File: src/rtl/mem_arbiter_pkg.sv
// Shared types for the cache/RAM arbiter: arbiter states, RAM status codes, word type.
package mem_arbiter_pkg;

  localparam int unsigned WORD_W     = 32;
  localparam int unsigned MIN_CTR_W  = 3;

  typedef logic [WORD_W-1:0] word_t;

  typedef enum logic [1:0] {
    RAM_FREE   = 2'd0,
    RAM_BUSY   = 2'd1,
    RAM_ACCESS = 2'd2,
    RAM_ERROR  = 2'd3
  } ramstate_t;

  typedef enum logic [1:0] {
    ARB   = 2'd0,
    DSERV = 2'd1,
    ISERV = 2'd2
  } arbstate_t;

  // Starvation counter width: enough to hold the limit, never below 3 bits.
  function automatic int unsigned ctr_width(input int unsigned limit);
    int unsigned w;
    w = $clog2(limit + 1);
    return (w < MIN_CTR_W) ? MIN_CTR_W : w;
  endfunction

endpackage

File: src/rtl/mem_arbiter_if.sv
// Cache-side and RAM-side signals of the memory arbiter.
// slave: the arbiter's view; master: the caches/RAM environment's view.
interface mem_arbiter_if;
  import mem_arbiter_pkg::*;

  logic      dREN;
  logic      dWEN;
  word_t     daddr;
  word_t     dstore;
  logic      dwait;
  word_t     dload;

  logic      iREN;
  word_t     iaddr;
  logic      iwait;
  word_t     iload;

  logic      ramREN;
  logic      ramWEN;
  word_t     ramaddr;
  word_t     ramstore;
  word_t     ramload;
  ramstate_t ramstate;

  modport slave (
    input  dREN, dWEN, daddr, dstore, iREN, iaddr, ramload, ramstate,
    output dwait, dload, iwait, iload, ramREN, ramWEN, ramaddr, ramstore
  );

  modport master (
    output dREN, dWEN, daddr, dstore, iREN, iaddr, ramload, ramstate,
    input  dwait, dload, iwait, iload, ramREN, ramWEN, ramaddr, ramstore
  );

endinterface

File: src/rtl/mem_arbiter_starve_ctr.sv
// arb_starve_ctr: saturating count of data grants made while an instruction
// request was waiting; at_limit hands the next arbitration to the icache.
module arb_starve_ctr
  import mem_arbiter_pkg::*;
#(
  parameter int unsigned STARVE_LIMIT = 4
) (
  input  logic CLK,
  input  logic nRST,
  input  logic inc,
  input  logic clr,
  output logic at_limit
);

  localparam int unsigned          CTR_W = ctr_width(STARVE_LIMIT);
  localparam logic [CTR_W-1:0]     LIMIT = CTR_W'(STARVE_LIMIT);

  logic [CTR_W-1:0] cnt;

  // Count up on inc, clear on clr, hold at the limit.
  always_ff @(posedge CLK or negedge nRST) begin
    if (!nRST) begin
      cnt <= '0;
    end else if (clr) begin
      cnt <= '0;
    end else if (inc && (cnt < LIMIT)) begin
      cnt <= cnt + CTR_W'(1);
    end
  end

  assign at_limit = (cnt >= LIMIT);

endmodule

File: src/rtl/mem_arbiter.sv
// mem_arbiter: grants the single-ported RAM to the icache or dcache, one
// word at a time. Two-word dcache blocks (daddr[2]==0 then 1) are held
// atomic; instruction starvation is bounded by STARVE_LIMIT data grants.
// Optional build macro MEM_ARB_STATS_EN adds dwords/iwords completion counters.
module mem_arbiter
  import mem_arbiter_pkg::*;
#(
  parameter int unsigned STARVE_LIMIT = 4
) (
  input  logic          CLK,
  input  logic          nRST,
  mem_arbiter_if.slave  bus
`ifdef MEM_ARB_STATS_EN
  ,
  output word_t         dwords,
  output word_t         iwords
`endif
);

  arbstate_t state;
  arbstate_t next_state;

  logic  d_req;
  logic  access;
  logic  starve_inc;
  logic  starve_clr;
  logic  at_limit;
  logic  ram_ren;
  logic  ram_wen;
  word_t ram_addr;
  word_t ram_store;
  logic  d_done;
  logic  i_done;

  assign d_req  = bus.dREN | bus.dWEN;
  assign access = (bus.ramstate == RAM_ACCESS);

  arb_starve_ctr #(
    .STARVE_LIMIT (STARVE_LIMIT)
  ) u_starve (
    .CLK      (CLK),
    .nRST     (nRST),
    .inc      (starve_inc),
    .clr      (starve_clr),
    .at_limit (at_limit)
  );

  // State register.
  always_ff @(posedge CLK or negedge nRST) begin
    if (!nRST) begin
      state <= ARB;
    end else begin
      state <= next_state;
    end
  end

  // Next state, RAM strobes and starvation counter controls.
  always_comb begin
    next_state = state;
    ram_ren    = 1'b0;
    ram_wen    = 1'b0;
    ram_addr   = '0;
    ram_store  = '0;
    starve_inc = 1'b0;
    starve_clr = 1'b0;
    unique case (state)
      ARB: begin
        if (d_req && (!bus.iREN || !at_limit)) begin
          next_state = DSERV;
          starve_inc = bus.iREN;
        end else if (bus.iREN) begin
          next_state = ISERV;
          starve_clr = 1'b1;
        end
      end
      DSERV: begin
        ram_addr  = bus.daddr;
        ram_store = bus.dstore;
        if (!d_req) begin
          // Request withdrawn (e.g. lone word after a lock): release, no strobe.
          next_state = ARB;
        end else begin
          ram_wen = bus.dWEN;
          ram_ren = bus.dREN & ~bus.dWEN;
          // First word of a block keeps the grant for the second word.
          if (access && bus.daddr[2]) begin
            next_state = ARB;
          end
        end
      end
      ISERV: begin
        ram_addr = bus.iaddr;
        ram_ren  = 1'b1;
        if (access || !bus.iREN) begin
          next_state = ARB;
        end
      end
      default: begin
        next_state = ARB;
      end
    endcase
  end

  assign d_done = (state == DSERV) && access;
  assign i_done = (state == ISERV) && access;

  // Handshake and RAM-side outputs.
  assign bus.ramREN   = ram_ren;
  assign bus.ramWEN   = ram_wen;
  assign bus.ramaddr  = ram_addr;
  assign bus.ramstore = ram_store;
  assign bus.dwait    = ~d_done;
  assign bus.iwait    = ~i_done;
  assign bus.dload    = d_done ? bus.ramload : '0;
  assign bus.iload    = i_done ? bus.ramload : '0;

`ifdef MEM_ARB_STATS_EN
  // Completed-word counters, wrapping at 2^32.
  always_ff @(posedge CLK or negedge nRST) begin
    if (!nRST) begin
      dwords <= '0;
      iwords <= '0;
    end else begin
      if (d_done) dwords <= dwords + WORD_W'(1);
      if (i_done) iwords <= iwords + WORD_W'(1);
    end
  end
`endif

endmodule

File: src/flat_wrapper.sv
// flat-port wrapper written by rule: the top's interface ports become plain ports
module mem_arbiter_flat import mem_arbiter_pkg::*;
#(
  parameter int unsigned STARVE_LIMIT = 4
)
  (CLK, nRST, bus_dREN, bus_dWEN, bus_daddr, bus_dstore, bus_iREN, bus_iaddr, bus_ramload, bus_ramstate, bus_dwait, bus_dload, bus_iwait, bus_iload, bus_ramREN, bus_ramWEN, bus_ramaddr, bus_ramstore);
  mem_arbiter_if bus_i ();
  input  logic CLK;
  input  logic nRST;
  input wire logic [$bits(bus_i.dREN)-1:0] bus_dREN;
  input wire logic [$bits(bus_i.dWEN)-1:0] bus_dWEN;
  input wire logic [$bits(bus_i.daddr)-1:0] bus_daddr;
  input wire logic [$bits(bus_i.dstore)-1:0] bus_dstore;
  input wire logic [$bits(bus_i.iREN)-1:0] bus_iREN;
  input wire logic [$bits(bus_i.iaddr)-1:0] bus_iaddr;
  input wire logic [$bits(bus_i.ramload)-1:0] bus_ramload;
  input wire logic [$bits(bus_i.ramstate)-1:0] bus_ramstate;
  output wire logic [$bits(bus_i.dwait)-1:0] bus_dwait;
  output wire logic [$bits(bus_i.dload)-1:0] bus_dload;
  output wire logic [$bits(bus_i.iwait)-1:0] bus_iwait;
  output wire logic [$bits(bus_i.iload)-1:0] bus_iload;
  output wire logic [$bits(bus_i.ramREN)-1:0] bus_ramREN;
  output wire logic [$bits(bus_i.ramWEN)-1:0] bus_ramWEN;
  output wire logic [$bits(bus_i.ramaddr)-1:0] bus_ramaddr;
  output wire logic [$bits(bus_i.ramstore)-1:0] bus_ramstore;
  assign bus_i.dREN = bus_dREN;
  assign bus_i.dWEN = bus_dWEN;
  assign bus_i.daddr = bus_daddr;
  assign bus_i.dstore = bus_dstore;
  assign bus_i.iREN = bus_iREN;
  assign bus_i.iaddr = bus_iaddr;
  assign bus_i.ramload = bus_ramload;
  assign bus_i.ramstate = bus_ramstate;
  assign bus_dwait = bus_i.dwait;
  assign bus_dload = bus_i.dload;
  assign bus_iwait = bus_i.iwait;
  assign bus_iload = bus_i.iload;
  assign bus_ramREN = bus_i.ramREN;
  assign bus_ramWEN = bus_i.ramWEN;
  assign bus_ramaddr = bus_i.ramaddr;
  assign bus_ramstore = bus_i.ramstore;
  mem_arbiter #(.STARVE_LIMIT(STARVE_LIMIT)) u_core (.CLK(CLK), .nRST(nRST), .bus(bus_i));
endmodule
File: config.mk
export PLATFORM = sky130hd
export DESIGN_NAME = mem_arbiter_flat
export DESIGN_NICKNAME = d
export VERILOG_FILES = /design/src/rtl/mem_arbiter_pkg.sv /design/src/rtl/mem_arbiter_if.sv /design/src/rtl/mem_arbiter_starve_ctr.sv /design/src/rtl/mem_arbiter.sv /design/src/flat_wrapper.sv
export SDC_FILE = /design/constraint.sdc
export NUM_CORES = 1
export LEC_CHECK = 0
export ABC_AREA = 0
export CAP_MARGIN = 10
export CELL_PAD_IN_SITES_DETAIL_PLACEMENT = 1
export CELL_PAD_IN_SITES_GLOBAL_PLACEMENT = 2
export CORE_MARGIN = 2
export CORE_UTILIZATION = 10
export CTS_BUF_LIST = sky130_fd_sc_hd__clkbuf_4
export DETAILED_ROUTE_END_ITERATION = 16
export HOLD_SLACK_MARGIN = 0.12
export PLACE_DENSITY_LB_ADDON = 0.3
export SLEW_MARGIN = 10
export SYNTH_ARGS = -nofsm -noshare
export SYNTH_HDL_FRONTEND = slang
export SYNTH_HIERARCHICAL = 1
export SYNTH_SLANG_ARGS = --single-unit
File: constraint.sdc
create_clock -name CLK -period 2.3 [get_ports CLK]
set_input_delay 0.46 -clock CLK [delete_from_list [all_inputs] [get_ports CLK]]
set_output_delay 0.46 -clock CLK [all_outputs]
set_load 0.1 [all_outputs]
## Word level (Yosys, flattened, before mapping)

Cells that the tools add are included.

- Add/subtract/negate cells: 1
- $lt $le $gt $ge: 2
- Equality and inequality tests: 6
- Muxes and demuxes: 21
- Bitwise operators: 5
- Reduce and logical (&&, ||, !) cells: 12

Operators by type and width:

| cell | number |
|---|---|
| 32-bit 2-to-1 mux | 3 |
| 32-bit case mux with 2 select lines | 1 |
| 2-bit 2-to-1 mux | 5 |
| 1-bit 2-to-1 mux | 8 |
| 3-bit 2-to-1 mux | 2 |
| 2-bit case mux with 3 select lines | 1 |
| 1-bit logical AND | 5 |
| 2-bit == test, second input constant | 2 |
| 3-bit by 1-bit adder with 3-bit output, second input constant | 1 |
| 3-bit greater-or-equal comparator, second input constant | 1 |
| 3-bit < comparator, second input constant | 1 |
| 3-bit by 2-bit inequality test with 1-bit output, second input constant | 1 |
| 3-bit inequality test, second input constant | 1 |
| 1-bit NOT | 3 |
| 3-bit AND reduction | 1 |
| 2-bit by 1-bit == test with 1-bit output, second input constant | 1 |
| 1-bit zero test | 2 |
| 2-bit zero test | 1 |
| 1-bit logical OR | 2 |
| 2-bit by 1-bit inequality test with 1-bit output, second input constant | 1 |
| 1-bit case mux with 2 select lines | 1 |
| 2-bit nonzero test | 1 |
| 1-bit bitwise AND | 1 |
| 1-bit bitwise OR | 1 |

- Bits in registers: 5
- Input bits: 135
- Word-level logic and storage cells: 49

## Longest topological paths before layout

- Depth after elaboration: 9
- Gate-level depth with buffers: 7

## Modules after synthesis

Netlist, hierarchy kept.

By module, submodules not included:

| module | times used | cells each | area each (um2) | seq. area each (um2) |
|---|---|---|---|---|
| mem_arbiter | 1 | 216 | 1436.4 | 50.0 |
| arb_starve_ctr | 1 | 16 | 177.7 | 75.1 |

## Worst setup path before layout

No wires, ideal clock.

- Path kind: flip-flop to output port
- Start: reg u_core.state[0]
- End: out bus_ramaddr[13]
- Data arrival time: 2.407 ns
- Required time: 1.840 ns
- Path slack: -0.567 ns
- Stages on the path, launching flop included: 7
- Path through: dfrtp_1 -> inv_1 -> ha_1 -> buf_2 -> buf_2 -> a22oi_1 -> nor2b_1

- Word-level cells in the longest chain between the ends: 2
- Elaborated cells on any way between the ends: 3
- Classes of those cells: eq/ne: 2; mux: 1

Ends and longest elaborated chain:

| what | line | source |
|---|---|---|
| from (decl) | mem_arbiter.sv:20 | `arbstate_t state;` |
| from (signal assigned) | mem_arbiter.sv:53 | `state <= next_state;` |
| 2-bit == test / 2-bit by 1-bit == test with 1-bit output (equally long branches) | mem_arbiter.sv:66 | `unique case (state)` |
| 32-bit case mux with 2 select lines (*) | mem_arbiter.sv:66 |  |
| to (decl) | flat_wrapper.sv:24 | `output wire logic [$bits(bus_i.ramaddr)-1:0] bus_ramaddr;` |

Every way passes the cells marked *; elsewhere a longest branch is shown, timed or not.

## Worst setup path in the final report

- Start: in bus_ramstate[0]
- End: out bus_iload[17]

- Word-level cells in the longest chain between the ends: 3

Ends and longest elaborated chain:

| what | line | source |
|---|---|---|
| from (decl) | flat_wrapper.sv:17 | `input wire logic [$bits(bus_i.ramstate)-1:0] bus_ramstate;` |
| 2-bit == test | mem_arbiter.sv:36 | `assign access = (bus.ramstate == RAM_ACCESS);` |
| 1-bit logical AND | mem_arbiter.sv:105 | `assign i_done = (state == ISERV) && access;` |
| 32-bit 2-to-1 mux | mem_arbiter.sv:115 | `assign bus.iload = i_done ? bus.ramload : '0;` |
| to (decl) | flat_wrapper.sv:21 | `output wire logic [$bits(bus_i.iload)-1:0] bus_iload;` |

Every way passes these cells.

==> out/metrics.yaml <==
status: "completed"
syn_area_per_cell_sq_um: 6.957
drt-total-wl_um: 11250
placement.setup.worst_slack_ns: 0.03141
timing_startpoint_of_the_critical_path: "bus_ramstate[0]"
path_common_cell: "sky130_fd_sc_hd__buf_12"
dieWidth_um: 131.0
fp-row-count: 46
final_common_cell: "sky130_fd_sc_hd__buf_12"
gp_congestion: 0.7337
pin_count_of_the_biggest_net_entering_global_routing: 58
start_util_pct: 10.20
critical_path_launch_point_type: "input pin"
clock_insertion_delay_worst_skew_ns: 0.23
path_buf_inv: 3
first_global_vias: 2871
synth_enable_flop_cells: 0
maxCapViolations: 0
dr_total_vias: 2758
setup_slack_reg_to_reg_ns: 0.47
r2r_cells: 6
cts_inserted_buffers: 3
post_synthesis_async_set_or_reset_flop_share_pct: 100.0
synth.ff_latch_count: 5
power_w: 0.007704
synth_flop_cell: "sky130_fd_sc_hd__dfrtp_1"
leakage_nw: 2.563
final_cell_mix: "sky130_fd_sc_hd__buf_12 (137), sky130_fd_sc_hd__clkdlybuf4s50_1 (134), sky130_fd_sc_hd__and3_1 (63)"
globalRouteOverflowTotal: 0
fp.dieArea_sq_mm: 0.01717
numClockSinks: 5
post-synth-top-area-cell: "sky130_fd_sc_hd__and3_1"
chipHeight_um: 131.0
synth_top_area_share_pct: 24.81
synthesis.nets: 372
fraction_of_layout_cells_with_a_size_suffix_above_1_pct: 39.05
detail_route.iter0.violations: 72
worst_clock_skew_ns: 0.001960
clk_transition_reported_paths_ns: 0.04
post_synth_instance_area_sq_mm: 0.001614
ys.warnings.count: 6
critical_path_cell_sequence: "clkdlybuf4s50_1 > and2b_2 > buf_12 > and3_1 > buf_12"
post_route_ant_nets: 0
critical_path.max_fanout: 56
netlist-cell-type-count: 29
timing.rr.start: "u_core/state[1]"
crit_path_end_kind: "primary output"
worst-slew-pin-transition_ns: 0.3436
critical_path.max_stage_delay_ns: 0.41
clock_tree_from_tritoncts: "yes"
critPathTopFamily: "buffers and inverters"
crit_required_ns: 1.84
fmaxAchievable_ghz: 0.4432
cts-root-buf: "sky130_fd_sc_hd__clkbuf_4"
post-route-min-period_ns: 2.257
max-slew-margin-rel_pct: 77.04
layout-area-overhead-vs-synth_pct: 276.4
finalSetupViolations: 0
detail_route.first_pass.iterations: 4
grt_setup_unrepaired: "yes"
post_cts_hold_buffer_count: 0
critical_path.reg2reg.endpoint: "u_core/u_starve/cnt[0]"
grt_first_pass_wirelength_um: 15840
max-vdd-ir-drop_mv: 0.7030
grt.total_usage_pct: 11.63
clk_path_buf_depth: 2
post_synth_inst_count: 232
report.final.hold_viol_count: 0
drt-vias-per-instance: 3.940
layout.nets: 625
synthTopCellsByArea: "sky130_fd_sc_hd__and3_1 (25%), sky130_fd_sc_hd__a22oi_1 (15%), sky130_fd_sc_hd__and2_1 (14%)"
power_density_mw_per_mm2: 1268
synth_seq_area_share_pct: 7.752
critPathSlowestCell: "sky130_fd_sc_hd__clkdlybuf4s50_1"
grt_antenna_before_repair: 0
timing.critical_path.arrival_ns: 1.80
place.port_buffers: 266
min_period_over_period_pct: 98.11
critical_setup_path_kind: "input pin to primary output"
class_of_the_worst_hold_path: "input pin to async pin"
num_io_pins: 267
detail_route.wl_per_cell_um: 16.07
core_sq_mm: 0.01583
maxSlewViolCount: 0
place_hpwl_um: 9383
ctsHtreeMaxLevel: 1
post_route_setup_slack_ns: 0.04347
drt_drc_violations_left: 0
antenna-diode-count: 0
-- kinds of logic (layout without fill, tap and decap cells) --
family,Yosys count,count (layout),share of synthesized area (%)
AND/OR/NAND/NOR,144,144,56.43
buffers and inverters,35,287,11.63
flip-flops,5,5,7.752
AO/OA/AOI/OAI,42,42,19.38
adder cells (fa/ha/maj),5,5,3.876
multiplexers,1,1,0.9300
-- what timing repair did --
action / 4_1_cts / 5_1_grt
buffers inserted: 0 / 2
gates resized for setup: 0 / 11
endpoints found under the setup margin: 0 / 54
-- per-layer routing --
metal,track usage (%),up-vias,part of all wire (%)
met3,1.995,6,8.7
li1,-,1318,-
met4,1.502,0,0.84
met5,0,-,0
met2,23.83,126,57
met1,12.56,1308,34
-- worst max-delay path by stage --
stage	endpoint	cells past startpoint
global route	bus_iload[12]	5
floorplan	bus_ramaddr[13]	4
detailed placement	bus_iwait	6
global placement	bus_dwait	6
CTS	bus_iwait	6
finish	bus_iload[17]	5
-- registers in the layout (all words and copies together), names as in the netlist --
register / count
u_core/u_starve/cnt: 3
u_core/state: 2
-- where the power goes --
group | switching, W | leakage (nW) | total [W] | internal [W]
Sequential | 0.0000427 | 0.0645 | 0.000170 | 0.000128
Combinational | 0.00463 | 2.48 | 0.00742 | 0.00279
Clock | 0.0000316 | 0.0184 | 0.000109 | 0.0000771
Total | 0.00471 | 2.56 | 0.00770 | 0.00300
-- layout make-up --
cell class                      count  area [sq um]
Clock buffer                        4         30.03
Fill cell                        1733          9752
Inverter                            6         22.52
Multi-Input combinational cell    192          1474
Sequential cell                     5         125.1
Tap cell                          216         270.3
Timing Repair Buffer              277          4154
-- cells in the mapped netlist, types with 3 or more instances --
library cell / n
sky130_fd_sc_hd__buf_6: 5
sky130_fd_sc_hd__and2_1: 35
sky130_fd_sc_hd__clkbuf_2: 5
sky130_fd_sc_hd__ha_1: 5
sky130_fd_sc_hd__a22oi_1: 32
sky130_fd_sc_hd__nor2b_1: 33
sky130_fd_sc_hd__buf_2: 7
sky130_fd_sc_hd__and3_1: 64
sky130_fd_sc_hd__clkbuf_1: 11
sky130_fd_sc_hd__nor2_1: 3
sky130_fd_sc_hd__inv_1: 6
sky130_fd_sc_hd__dfrtp_1: 5
-- per-stage QoR --
step,cell area [sq um],hold WS (ns),std cells,setup TNS (ns),util [%]
finish,6076,0.4578,700,0,38.39
global route,6076,0.4623,700,-0.2431,38.39
CTS,5986,0.4586,697,0,37.82
detailed placement,5956,0.5475,693,0,37.63
global placement,5956,0.5351,693,0,37.63
floorplan,1739,0.1644,232,-0.06425,-
(Power assumes the default switching activity.)
